## config.mk

```make
export PLATFORM = sky130hd
export DESIGN_NAME = hs_ram_arbiter
export DESIGN_NICKNAME = d
export VERILOG_FILES = /design/src/rtl/hs_arb_pkg.sv /design/src/rtl/hs_arb_delay.sv /design/src/rtl/hs_ram_arbiter.sv
export SDC_FILE = /design/constraint.sdc
export NUM_CORES = 1
export LEC_CHECK = 0
export CAP_MARGIN = 15
export CORE_UTILIZATION = 37
export CTS_CLUSTER_DIAMETER = 100
export CTS_CLUSTER_SIZE = 12
export DETAILED_ROUTE_END_ITERATION = 16
export GPL_TIMING_DRIVEN = 0
export PLACE_DENSITY = 0.86
export SLEW_MARGIN = 15
export SYNTH_ARGS = -nofsm -noshare
export SYNTH_HDL_FRONTEND = slang
export SYNTH_SLANG_ARGS = --single-unit
```

## constraint.sdc

```tcl
create_clock -name clk_49m -period 2.5 [get_ports clk_49m]
set_clock_uncertainty 0.1 [all_clocks]
set_input_delay 0.375 -clock clk_49m [delete_from_list [all_inputs] [get_ports clk_49m]]
set_output_delay 0.375 -clock clk_49m [all_outputs]
set_load 0.02 [all_outputs]
```

## src/rtl/hs_arb_pkg.sv

```systemverilog
// Shared types and default widths for the hiscore/CPU work-RAM arbiter.
package hs_arb_pkg;

  localparam int AW_DEF = 12;
  localparam int DW_DEF = 8;
  localparam int CNT_W  = 16;

  typedef enum logic [2:0] {
    ST_IDLE,
    ST_PAUSE,
    ST_SETTLE,
    ST_GRANT,
    ST_RELEASE
  } hs_arb_state_e;

endpackage

```

## src/rtl/hs_arb_delay.sv

```systemverilog
// Loadable down-counter; done is high whenever the count has reached zero.
module hs_arb_delay
  import hs_arb_pkg::*;
#(
  parameter int W = CNT_W
) (
  input  logic         clk_49m,
  input  logic         reset,
  input  logic         load,
  input  logic [W-1:0] load_val,
  input  logic         en,
  output logic         done
);

  logic [W-1:0] cnt;

  always_ff @(posedge clk_49m) begin
    if (reset) begin
      cnt <= '0;
    end else if (load) begin
      cnt <= load_val;
    end else if (en && (cnt != '0)) begin
      cnt <= cnt - 1'b1;
    end
  end

  assign done = (cnt == '0);

endmodule

```

## src/rtl/hs_ram_arbiter.sv

```systemverilog
// Hands the work-RAM port from the CPU to the hiscore engine around a CPU pause.
// Optional pause watchdog with sticky hs_timeout: define HSARB_WATCHDOG_EN.
module hs_ram_arbiter
  import hs_arb_pkg::*;
#(
  parameter int AW      = AW_DEF,
  parameter int DW      = DW_DEF,
  parameter int SETTLE  = 4,
  parameter int RELEASE = 2
`ifdef HSARB_WATCHDOG_EN
  ,
  parameter int TIMEOUT = 65535
`endif
) (
  input  logic          clk_49m,
  input  logic          reset,
  input  logic          dl_busy,
  input  logic          hs_req,
  output logic          hs_grant,
  input  logic [AW-1:0] hs_address,
  input  logic [DW-1:0] hs_data_in,
  input  logic          hs_write_enable,
  output logic [DW-1:0] hs_data_out,
  input  logic [AW-1:0] cpu_addr,
  input  logic          cpu_we,
  input  logic [DW-1:0] cpu_din,
  output logic [DW-1:0] cpu_dout,
  output logic          pause_req,
  input  logic          paused,
  output logic [AW-1:0] ram_addr,
  output logic          ram_we,
  output logic [DW-1:0] ram_din,
  input  logic [DW-1:0] ram_dout
`ifdef HSARB_WATCHDOG_EN
  ,
  output logic          hs_timeout
`endif
);

  localparam logic [CNT_W-1:0] SETTLE_LD  = CNT_W'(SETTLE - 1);
  localparam logic [CNT_W-1:0] RELEASE_LD = CNT_W'(RELEASE - 1);

  hs_arb_state_e    state;
  logic             start;
  logic             abort;
  logic             go_settle;
  logic             wd_fire;
  logic             grant_end;
  logic             to_release;
  logic             dly_load;
  logic             dly_en;
  logic             dly_done;
  logic [CNT_W-1:0] dly_val;

  assign start      = (state == ST_IDLE) && hs_req && !dl_busy;
  assign abort      = ((state == ST_PAUSE) || (state == ST_SETTLE)) && (!hs_req || dl_busy);
  assign go_settle  = (state == ST_PAUSE) && !abort && paused;
  assign grant_end  = (state == ST_GRANT) && !hs_req;
  assign to_release = abort || wd_fire || grant_end;

  // One counter serves both the settle and the release wait; they never overlap.
  assign dly_load = go_settle || to_release;
  assign dly_val  = to_release ? RELEASE_LD : SETTLE_LD;
  assign dly_en   = (state == ST_SETTLE) || (state == ST_RELEASE);

  hs_arb_delay #(.W(CNT_W)) u_dly (
    .clk_49m (clk_49m),
    .reset   (reset),
    .load    (dly_load),
    .load_val(dly_val),
    .en      (dly_en),
    .done    (dly_done)
  );

`ifdef HSARB_WATCHDOG_EN
  localparam logic [CNT_W-1:0] TIMEOUT_LD = CNT_W'(TIMEOUT - 1);

  logic wd_done;

  hs_arb_delay #(.W(CNT_W)) u_wd (
    .clk_49m (clk_49m),
    .reset   (reset),
    .load    (start),
    .load_val(TIMEOUT_LD),
    .en      (state == ST_PAUSE),
    .done    (wd_done)
  );

  assign wd_fire = (state == ST_PAUSE) && !abort && !paused && wd_done;
`else
  assign wd_fire = 1'b0;
`endif

  always_ff @(posedge clk_49m) begin
    if (reset) begin
      state     <= ST_IDLE;
      hs_grant  <= 1'b0;
      pause_req <= 1'b0;
`ifdef HSARB_WATCHDOG_EN
      hs_timeout <= 1'b0;
`endif
    end else begin
      case (state)
        ST_IDLE: begin
          if (start) begin
            state     <= ST_PAUSE;
            pause_req <= 1'b1;
          end
        end
        ST_PAUSE: begin
          if (to_release) begin
            state <= ST_RELEASE;
          end else if (go_settle) begin
            state <= ST_SETTLE;
          end
        end
        ST_SETTLE: begin
          if (to_release) begin
            state <= ST_RELEASE;
          end else if (dly_done) begin
            state    <= ST_GRANT;
            hs_grant <= 1'b1;
          end
        end
        ST_GRANT: begin
          // dl_busy and a user unpause are deliberately ignored once granted.
          if (grant_end) begin
            state    <= ST_RELEASE;
            hs_grant <= 1'b0;
          end
        end
        ST_RELEASE: begin
          if (dly_done) begin
            state     <= ST_IDLE;
            pause_req <= 1'b0;
          end
        end
        default: begin
          state     <= ST_IDLE;
          hs_grant  <= 1'b0;
          pause_req <= 1'b0;
        end
      endcase
`ifdef HSARB_WATCHDOG_EN
      if (wd_fire) begin
        hs_timeout <= 1'b1;
      end
`endif
    end
  end

  // CPU keeps address/data on the bus during handover so its reads still work,
  // but its writes are dropped until it owns the port again.
  always_comb begin
    ram_addr = cpu_addr;
    ram_din  = cpu_din;
    ram_we   = 1'b0;
    case (state)
      ST_GRANT: begin
        ram_addr = hs_address;
        ram_din  = hs_data_in;
        ram_we   = hs_write_enable;
      end
      ST_IDLE: ram_we = cpu_we;
      default: ram_we = 1'b0;
    endcase
    if (reset) begin
      ram_we = 1'b0;
    end
  end

  // The synchronous RAM already registers its output, so read data is valid
  // one cycle after the address on both return paths.
  assign hs_data_out = ram_dout;
  assign cpu_dout    = ram_dout;

endmodule

```

After elaboration in Yosys (flattened, before gate mapping)
Index checks and enable logic that the tools add are counted.
{"block": "word_totals", "ff_bits": 21, "inputBits": 55, "latch_bits": 0, "rom_bits": 0, "ram_bits": 0, "out_inout_bits": 39, "n_memories": 0, "word_cells": 64}
{"block": "op_classes", "order_cmp": 0, "shift": 0, "eq_ne": 11, "n_mux": 22, "bitwise_logic": 2, "div": 0, "multipliers": 0, "reduce_logical": 24, "add_sub_neg": 1}
{"op": "2-to-1 mux 16 bit", "count": 2}
{"op": "2-to-1 mux 3 bit", "count": 7}
{"op": "logical NOT 16 bit", "count": 1}
{"op": "nonzero test 16 bit", "count": 1}
{"op": "subtractor 16 x 1 -> 16 bit, second input constant", "count": 1}
{"op": "case mux 3 bit (5 select lines)", "count": 1}
{"op": "2-to-1 mux 12 bit", "count": 1}
{"op": "!= test 2 bit, second input constant", "count": 5}
{"op": "2-to-1 mux 8 bit", "count": 1}
{"op": "logical AND 1 bit", "count": 7}
{"op": "equality test 3 x 2 -> 1 bit, second input constant", "count": 2}
{"op": "2-to-1 mux 1 bit", "count": 6}
{"op": "!= test 3 bit, second input constant", "count": 2}
{"op": "case mux 1 bit (3 select lines)", "count": 2}
{"op": "OR reduction 3 bit", "count": 2}
{"op": "logical OR 1 bit", "count": 5}
{"op": "AND reduction 5 bit", "count": 1}
{"op": "AND reduction 4 bit", "count": 1}
{"op": "equality test 3 x 1 -> 1 bit, second input constant", "count": 1}
{"op": "equality test 3 bit, second input constant", "count": 1}
{"op": "logical NOT 1 bit", "count": 3}
{"op": "logical NOT 3 bit", "count": 1}
{"op": "AND reduction 3 bit", "count": 1}
{"op": "2-to-1 mux 2 bit", "count": 1}
{"op": "other kinds (3)", "count": 4}

Depth between registers and ports, before layout
Gate-level depths: netlist (run 1).
{"block": "depth", "depth_word": 9, "depth_mapped": 8, "depth_no_buf": 6}

Cells and area by module
A second synthesis (run 1) with hierarchy kept.
{"block": "hier_totals", "hier_cells": 197, "hier_area_um2": 1647.8}
{"mod": "hs_arb_delay", "instances": 1, "area_each_um2": 944.7, "seq_area_each_um2": 320.3, "cells_per_inst": 114}
{"mod": "hs_ram_arbiter", "instances": 1, "area_each_um2": 703.2, "seq_area_each_um2": 100.1, "cells_per_inst": 83}

Worst setup path before layout (run 1)
Ideal clock, no wire load.
{"block": "synth_timing", "path_kind": "register to register", "startpoint": "register u_dly.cnt[0]", "endpoint": "register u_dly.cnt[10]", "path_buffers": 1, "period_less_slack_ns": 2.276, "path_slack_ns": 0.224, "setup_ns": 0.070, "path_stages_with_launch": 8, "required_ns": 2.330, "arrival_ns": 2.106, "cell_sequence": "dfxtp_1 inv_1 ha_1 or3b_2 or4_1 clkbuf_1 or4_1 a21oi_1"}
{"block": "synth_via", "elab_chain_cells": 3, "elab_cells_between_ends": 6, "classes_between": "1 x add/sub; 2 x mux; 3 x reduce/logical"}
{"item": "start, declared", "line_no": "hs_arb_delay.sv:15", "text": "logic [W-1:0] cnt;"}
{"item": "start signal, assigned", "line_no": "hs_arb_delay.sv:21", "text": "cnt <= load_val;"}
{"item": "start signal, assigned", "line_no": "hs_arb_delay.sv:23", "text": "cnt <= cnt - 1'b1;"}
{"item": "subtractor 16 x 1 -> 16 bit or nonzero test 16 bit (tied branches)", "line_no": "hs_arb_delay.sv:23, hs_arb_delay.sv:22"}
{"item": "2-to-1 mux 16 bit or logical AND 1 bit (tied branches)", "line_no": "hs_arb_delay.sv:22", "text": "end else if (en && (cnt != '0)) begin"}
{"item": "2-to-1 mux 16 bit or nonzero test 2 bit (tied branches)"}
Parallel ways exist; a longest one is shown, timed or not. The select of a mux whose other input is x is not followed.
A chain may end at the register's enable or synchronous reset.

Worst setup path after layout (run 1)
{"block": "layout_timing", "startpoint": "register state[1]", "endpoint": "output ram_din[5]"}
{"block": "layout_via", "elab_chain_cells": 2}
{"item": "start, declared", "line_no": "hs_ram_arbiter.sv:43", "text": "hs_arb_state_e state;"}
{"item": "start signal, assigned", "line_no": "hs_ram_arbiter.sv:96", "text": "state <= ST_IDLE;"}
{"item": "start signal, assigned", "line_no": "hs_ram_arbiter.sv:106", "text": "state <= ST_PAUSE;"}
{"item": "start signal, assigned", "line_no": "hs_ram_arbiter.sv:112", "text": "state <= ST_RELEASE;"}
{"item": "equality test 3 x 2 -> 1 bit", "line_no": "hs_ram_arbiter.sv:158", "text": "case (state)"}
{"item": "2-to-1 mux 8 bit", "line_no": "hs_ram_arbiter.sv:158"}
{"item": "end, declared", "line_no": "hs_ram_arbiter.sv:32", "text": "output logic [DW-1:0] ram_din,"}
No other way between the ends.

==> results.cfg, run 1 <==
[detailed_routing]
via_count = 1666
post_drt_wl_per_cell_um = 13.74
via_per_inst = 5.239
first_pass_iters = 4
drt-initial-drc-count = 94
drt_wl_total_um = 4370
ant_nets = 0
drc = 0

[placed_design]
gp_congestion = 0.7330
dp_hpwl_um = 3541
place.port_buffers = 84

[power]
p_int_w = 0.0006522
power_frac_seq_pct = 37.3
power_w = 0.0009606
swShare_pct = 32.10
peakVddDrop_mv = 0.2589
leakagePower_nw = 0.9684
netSwitchingPower_w = 0.0003083
combPwrFrac_pct = 39.8
clkPwrFrac_pct = 22.9
cellPowerDensity_mw_per_mm2 = 387.7

[clock_network]
path_clk_slew_ns = 0.08
post_cts_buffers = 0
cts_buffers = 3
htreeDepth = 1
clock_latency_ns = 0.26
clock_path_buffers = 2
cts_resized = 25
cts_tree = yes
hold_buffers = 0
cts_root_buf = clkbuf_8
cts_sinks = 21

[die]
coreArea_mm2 = 0.004000
num_rows = 23
fp.dieW_um = 66.42
start_util_pct = 38.38
chipHeight_um = 66.42
ioPinCount = 94
fp.dieArea_mm2 = 0.004411

[critical_path]
worstSetupEndpointType = output pin
crit_type = reg -> out
worstRegToRegCells = 6
arrival_ns = 1.89
r2r_end = u_dly.cnt[10]$_SDFFE_PP0P_
rrSetupSlack_ns = 0.15
path_max_fanout = 10
crit_end = ram_din[5]
cp.required_ns = 2.03
r2r-start = u_dly.cnt[0]$_SDFFE_PP0P_
cp-start-kind = register
cp-startpoint = state[1]$_SDFFE_PP0P_

[timing]
relSlewSlack_pct = 63.05
worst_slew_pin_slew_ns = 0.5492
fin_crit_ns = 2.364
max_freq_ghz = 0.4230
fin_crit_sh_pct = 94.55
hold_viol_final = 0
rsz0062_at_grt = no
setup_viol = 0
maxSlewViolCount = 0
hold_slack_ns = 0.3028

[synth]
synth_edf_count = 0
syn_inst = 181
yosysTopAreaCellShare_pct = 27.38
syn_nets = 238
synth_cell_types = 43
ys_ff_latch = 21
ys.flop_type = dfxtp_1
synthArstFlopShare_pct = 0
synth_top_area_cell = dfxtp_1
synth_area_mm2 = 0.001535
ys_seq_area_share_pct = 27.38
yosys_warnings = 0
avgSynthCellArea_um2 = 8.482
yosys-top-cells-area = dfxtp_1 27%, mux2_2 15%, buf_4 7.8%, a21oi_1 5.9%, or4_1 4.9%

[status]
status = finished, final reports clean

[global_routing]
antenna_found_initial = 0
grt_pass1_vias = 1655
grt.total_usage_pct = 20.33
gr-total-overflow = 0
grt_pass1_wl_um = 7072
grt_max_degree = 12

[hold_path]
hold_path_class = in -> reg

[cells_and_area]
antenna_cells = 0
area_growth_pct = 61.37
final_nets = 326
drive_gt1_share_pct = 20.90

[run]
max_cap_violations = 0
## synth_stat cells (3+ instances only)
cell / number
inv_1: 5
o21ai_0: 7
dfxtp_1: 21
a21oi_1: 18
nand2_1: 5
or3_1: 4
mux2_2: 20
a31oi_1: 3
nor2_1: 7
nand2b_1: 4
nor4_1: 3
nand3_1: 4
clkbuf_1: 6
o31ai_1: 7
buf_4: 16
o41ai_1: 3
or4_1: 10
buf_2: 4
## flip-flops by register name, summed over array words and instances (netlist names)
signal,count
u_dly.cnt,16
pause_req,1
hs_grant,1
state,3
## metal layers
metal,vias to the layer above,share of wire [%],GRT usage (%)
met4,0,0.18,2.128
met5,-,0,0
met1,767,41,22.52
li1,840,-,-
met2,57,50,38.01
met3,2,8.6,7.069
## cells by family (layout without fill, tap and decap cells)
kind of cell / count (synthesis) / count (layout) / synth area share, %
AOI/OAI and AO/OA: 46 / 46 / 18.99
xor gates and xnor gates: 1 / 1 / 0.5706
adders and majority gates: 2 / 2 / 1.630
buffers and inverters: 32 / 119 / 12.14
DFF: 21 / 21 / 27.38
muxes: 20 / 20 / 14.67
and+or+nand+nor: 59 / 59 / 24.61
## worst max-delay path, cell delays in order (launching register included)
cell	delay, ns
dfxtp_1	0.30
buf_2	0.17
and2_1	0.19
nand2_1	0.09
clkbuf_4	0.21
mux2_2	0.35
dlygate4sd2_1	0.33
## final cells by class
cell class / count / area, um^2
well taps: 50 / 62.56
inverters: 5 / 18.77
clock buffers: 4 / 45.04
flip-flops and latches: 21 / 420.4
repair buffers: 84 / 818.3
fillers: 350 / 1523
multi-input cells: 128 / 940.9
plain buffers: 26 / 171.4
## power by group through the flow
stage | Combinational, W | Sequential (W) | Clock [W]
final | 0.000383 | 0.000358 | 0.000220
after global routing | 0.000416 | 0.000360 | 0.000238
after CTS | 0.000384 | 0.000358 | 0.000225
after detailed placement | 0.000395 | 0.000365 | 0
after global placement | 0.000389 | 0.000365 | 0
after floorplan | 0.000213 | 0.000365 | 0
## cells in the final DEF, fill, tap and decap left out, drive strengths merged, types with 6 or more instances in the layout
master	Yosys	routed
a21oi	18	18
clkdlybuf4s50	0	63
clkbuf	7	10
mux2	20	20
o21ai	7	7
or4	11	11
dlygate4sd2	0	20
or3	6	6
o31ai	7	7
dfxtp	21	21
nor2	7	7
buf	20	20
## worst min path at each step
| stage | cells after the start | start | to | slack, ns |
|---|---|---|---|---|
| final | 2 | reset | pause_req$_SDFFE_PP0P_ | 0.30 |
| after global routing | 2 | reset | pause_req$_SDFFE_PP0P_ | 0.32 |
| after CTS | 2 | reset | pause_req$_SDFFE_PP0P_ | 0.30 |
| after detailed placement | 2 | hs_grant$_SDFFE_PP0P_ | hs_grant$_SDFFE_PP0P_ | 0.37 |
| after global placement | 2 | u_dly.cnt[6]$_SDFFE_PP0P_ | u_dly.cnt[6]$_SDFFE_PP0P_ | 0.36 |
| after floorplan | 2 | u_dly.cnt[6]$_SDFFE_PP0P_ | u_dly.cnt[6]$_SDFFE_PP0P_ | 0.35 |
## metrics by stage
step / area, um^2 / setup TNS, ns / setup slack, ns / cells / utilization (%)
finish: 2477 / 0 / 0.1361 / 318 / 61.93
global route: 2477 / 0 / 0.02174 / 318 / 61.93
CTS: 2469 / 0 / 0.03334 / 319 / 61.71
detailed placement: 2439 / -0.6642 / -0.04380 / 315 / 60.96
global placement: 2439 / -0.7855 / -0.05087 / 315 / 60.96
floorplan: 1535 / 0 / 0.2237 / 181 / -
Power figures use the tool's default switching activity.
==> run 2, diff against run 1 <==
- CAP_MARGIN: 15 -> 30
- HOLD_SLACK_MARGIN: not set -> 0.02
==> results of run 2 <==
No change in the layout: final DEF, timing and power equal those of run 1.
==> run 3, diff against run 2 <==
- CORE_MARGIN: not set -> 2
- CORE_UTILIZATION: 37 -> 40
- PLACE_DENSITY: 0.86 -> 0.92
- clock period: 2.5 -> 2.8 ns (I/O delays scaled with it)
==> run 3 against run 2 <==
Effect of this change: via count is 2.6% higher; critical path type unchanged; largest power group unchanged; combinational power decreased by 7.6%; final cell count is 0.31% lower.
==> results.cfg, run 3 (synthesis results as in run 1) <==
[status]
status = finished, final reports clean

[critical_path]
cp_top_family = buffers and inverters
worstSetupEndpointType = output pin
r2r_end = u_dly.cnt[12]$_SDFFE_PP0P_
path_buf_inv = 3
rrSetupSlack_ns = 0.32
crit_slowest_cell = clkdlybuf4s50_1
cp_common_cell = buf_2
cp-start-kind = register
r2r-start = u_dly.cnt[0]$_SDFFE_PP0P_
cp.required_ns = 2.28
crit_type = reg -> out
path_max_fanout = 10
worstRegToRegCells = 7
slowest_delay_ns = 0.58
path_cells = buf_2 > and2_1 > nand2_1 > buf_2 > mux2_2 > clkdlybuf4s50_1
arrival_ns = 2.18

[hold_path]
min_to = pause_req$_SDFFE_PP0P_
whs_path_depth = 2
hold_path_class = in -> reg
min-delay-start = reset

[cells_and_area]
design_area_mm2 = 0.002485
antenna_cells = 0
multi_input_area_um2 = 928.4
finish.utilization_pct = 67.37
fillers = 310
largest_register_ff_count = 16
area_growth_pct = 61.86
final_nets = 327
seqCellArea_um2 = 420.4
mostFrequentLayoutCells = 84 x clkdlybuf4s50_1, 21 x dfxtp_1, 20 x mux2_2, 18 x a21oi_1, 16 x buf_4
mostFrequentLayoutCell = clkdlybuf4s50_1
top_register = u_dly.cnt
layout.cells.non_filler = 317
drive_gt1_share_pct = 20.07
reg_top3 = u_dly.cnt x16, state x3

[detailed_routing]
drt-initial-drc-count = 82
drc = 0
ant_nets = 0
first_pass_iters = 4
via_count = 1710
post_drt_wl_per_cell_um = 14.71
via_per_inst = 5.394
drt_wl_total_um = 4662

[clock_network]
cts_buffers = 3
cts_sinks = 21
path_clk_slew_ns = 0.08
post_cts_buffers = 0
cts_root_buf = clkbuf_8
htreeDepth = 1
cts_tree = yes
clock_path_buffers = 2
clock_latency_ns = 0.26
hold_buffers = 0

[global_routing]
grt.total_usage_pct = 22.22
antenna_found_initial = 0
grt_pass1_vias = 1707
gr-total-overflow = 0
grt_pass1_wl_um = 7548
grt_max_degree = 13

[power]
cellPowerDensity_mw_per_mm2 = 351.3
peakVddDrop_mv = 0.2472
leakagePower_nw = 0.9217

[placed_design]
dp_hpwl_um = 3841
placed_area_mm2 = 0.002436
place_inst = 313
place.port_buffers = 84
gp_congestion = 0.7678

[die]
chipHeight_um = 65.95
start_util_pct = 41.62
coreArea_mm2 = 0.003689
fp.dieArea_mm2 = 0.004349
num_rows = 22
fp.dieW_um = 65.95
ioPinCount = 94

[timing]
relSlewSlack_pct = 42.20
fin_crit_ns = 2.698
fin_crit_sh_pct = 96.36
worst_slew_pin_slew_ns = 0.8590
maxSlewViolCount = 0
tns_ns = 0
hold_viol_final = 0
setup_viol = 0
max_freq_ghz = 0.3706
rsz0062_at_grt = yes

[run]
max_cap_violations = 0
[run 3: cell count changes in the layout (fill, tap and decap cells not counted), sizes merged]
cell | before | now
buf | 20 | 22
clkdlybuf4s50 | 63 | 84
dlygate4sd2 | 20 | 0
clkinv | 0 | 1
clkbuf | 10 | 8
dlymetal6s2s | 1 | 0
[run 3: layer usage]
metal,wire length [um],GRT usage (%)
met2,2458,41.16
met4,52,4.592
met3,375,7.666
met5,0,0
met1,1776,24.35
[run 3: area by class of cell]
type	count	share of cell area (%)
Buffer	27	6.848
Clock buffer	3	1.662
Clock inverter	1	0.2014
Inverter	5	0.7553
Multi-Input combinational cell	128	37.36
Sequential cell	21	16.92
Tap cell	48	2.417
Timing Repair Buffer	84	33.84
[run 3: report_power, final]
group          internal [W]  leakage, nW  switching (W)  total, W
registers          0.000309        0.170      0.0000107  0.000320
clock network     0.0000992       0.0255       0.000100  0.000199
logic              0.000183        0.726       0.000171  0.000354
[run 3: how the worst max path moves through the flow]
stage / startpoint / endpoint / slack (ns) / cells after the start
6_report: state[1]$_SDFFE_PP0P_ / ram_din[7] / 0.10 / 6
2_1_floorplan: u_dly.cnt[0]$_SDFFE_PP0P_ / u_dly.cnt[10]$_SDFFE_PP0P_ / 0.52 / 7
3_5_place_dp: state[1]$_SDFFE_PP0P_ / ram_din[7] / 0.18 / 6
4_1_cts: state[1]$_SDFFE_PP0P_ / ram_din[7] / 0.05 / 6
5_1_grt: state[1]$_SDFFE_PP0P_ / ram_din[4] / -0.004 / 6
3_3_place_gp: state[1]$_SDFFE_PP0P_ / ram_din[7] / 0.20 / 6
[run 3: what timing repair did]
action	4_1_cts	5_1_grt
endpoints found under the setup margin	20	20
resized for setup	2	2
gates cloned	0	0
[run 3: worst reg2reg max path, stage by stage, from the launching register on]
cell and delay (ns):
dfxtp_1 0.34, inv_1 0.10, ha_1 0.17, or3b_2 0.46, or4_1 0.47, clkbuf_1 0.18, or4_1 0.42, a21oi_1 0.16
[run 3: through the flow]
step | setup WS (ns) | power [W] | hold slack (ns)
after global routing | -0.003845 | 0.0009187 | 0.3571
after detailed placement | 0.1806 | 0.0006794 | 0.3762
final | 0.1019 | 0.0008729 | 0.3470
after floorplan | 0.5237 | 0.0005165 | 0.3455
after CTS | 0.05454 | 0.0008796 | 0.3336
after global placement | 0.1966 | 0.0006721 | 0.3599
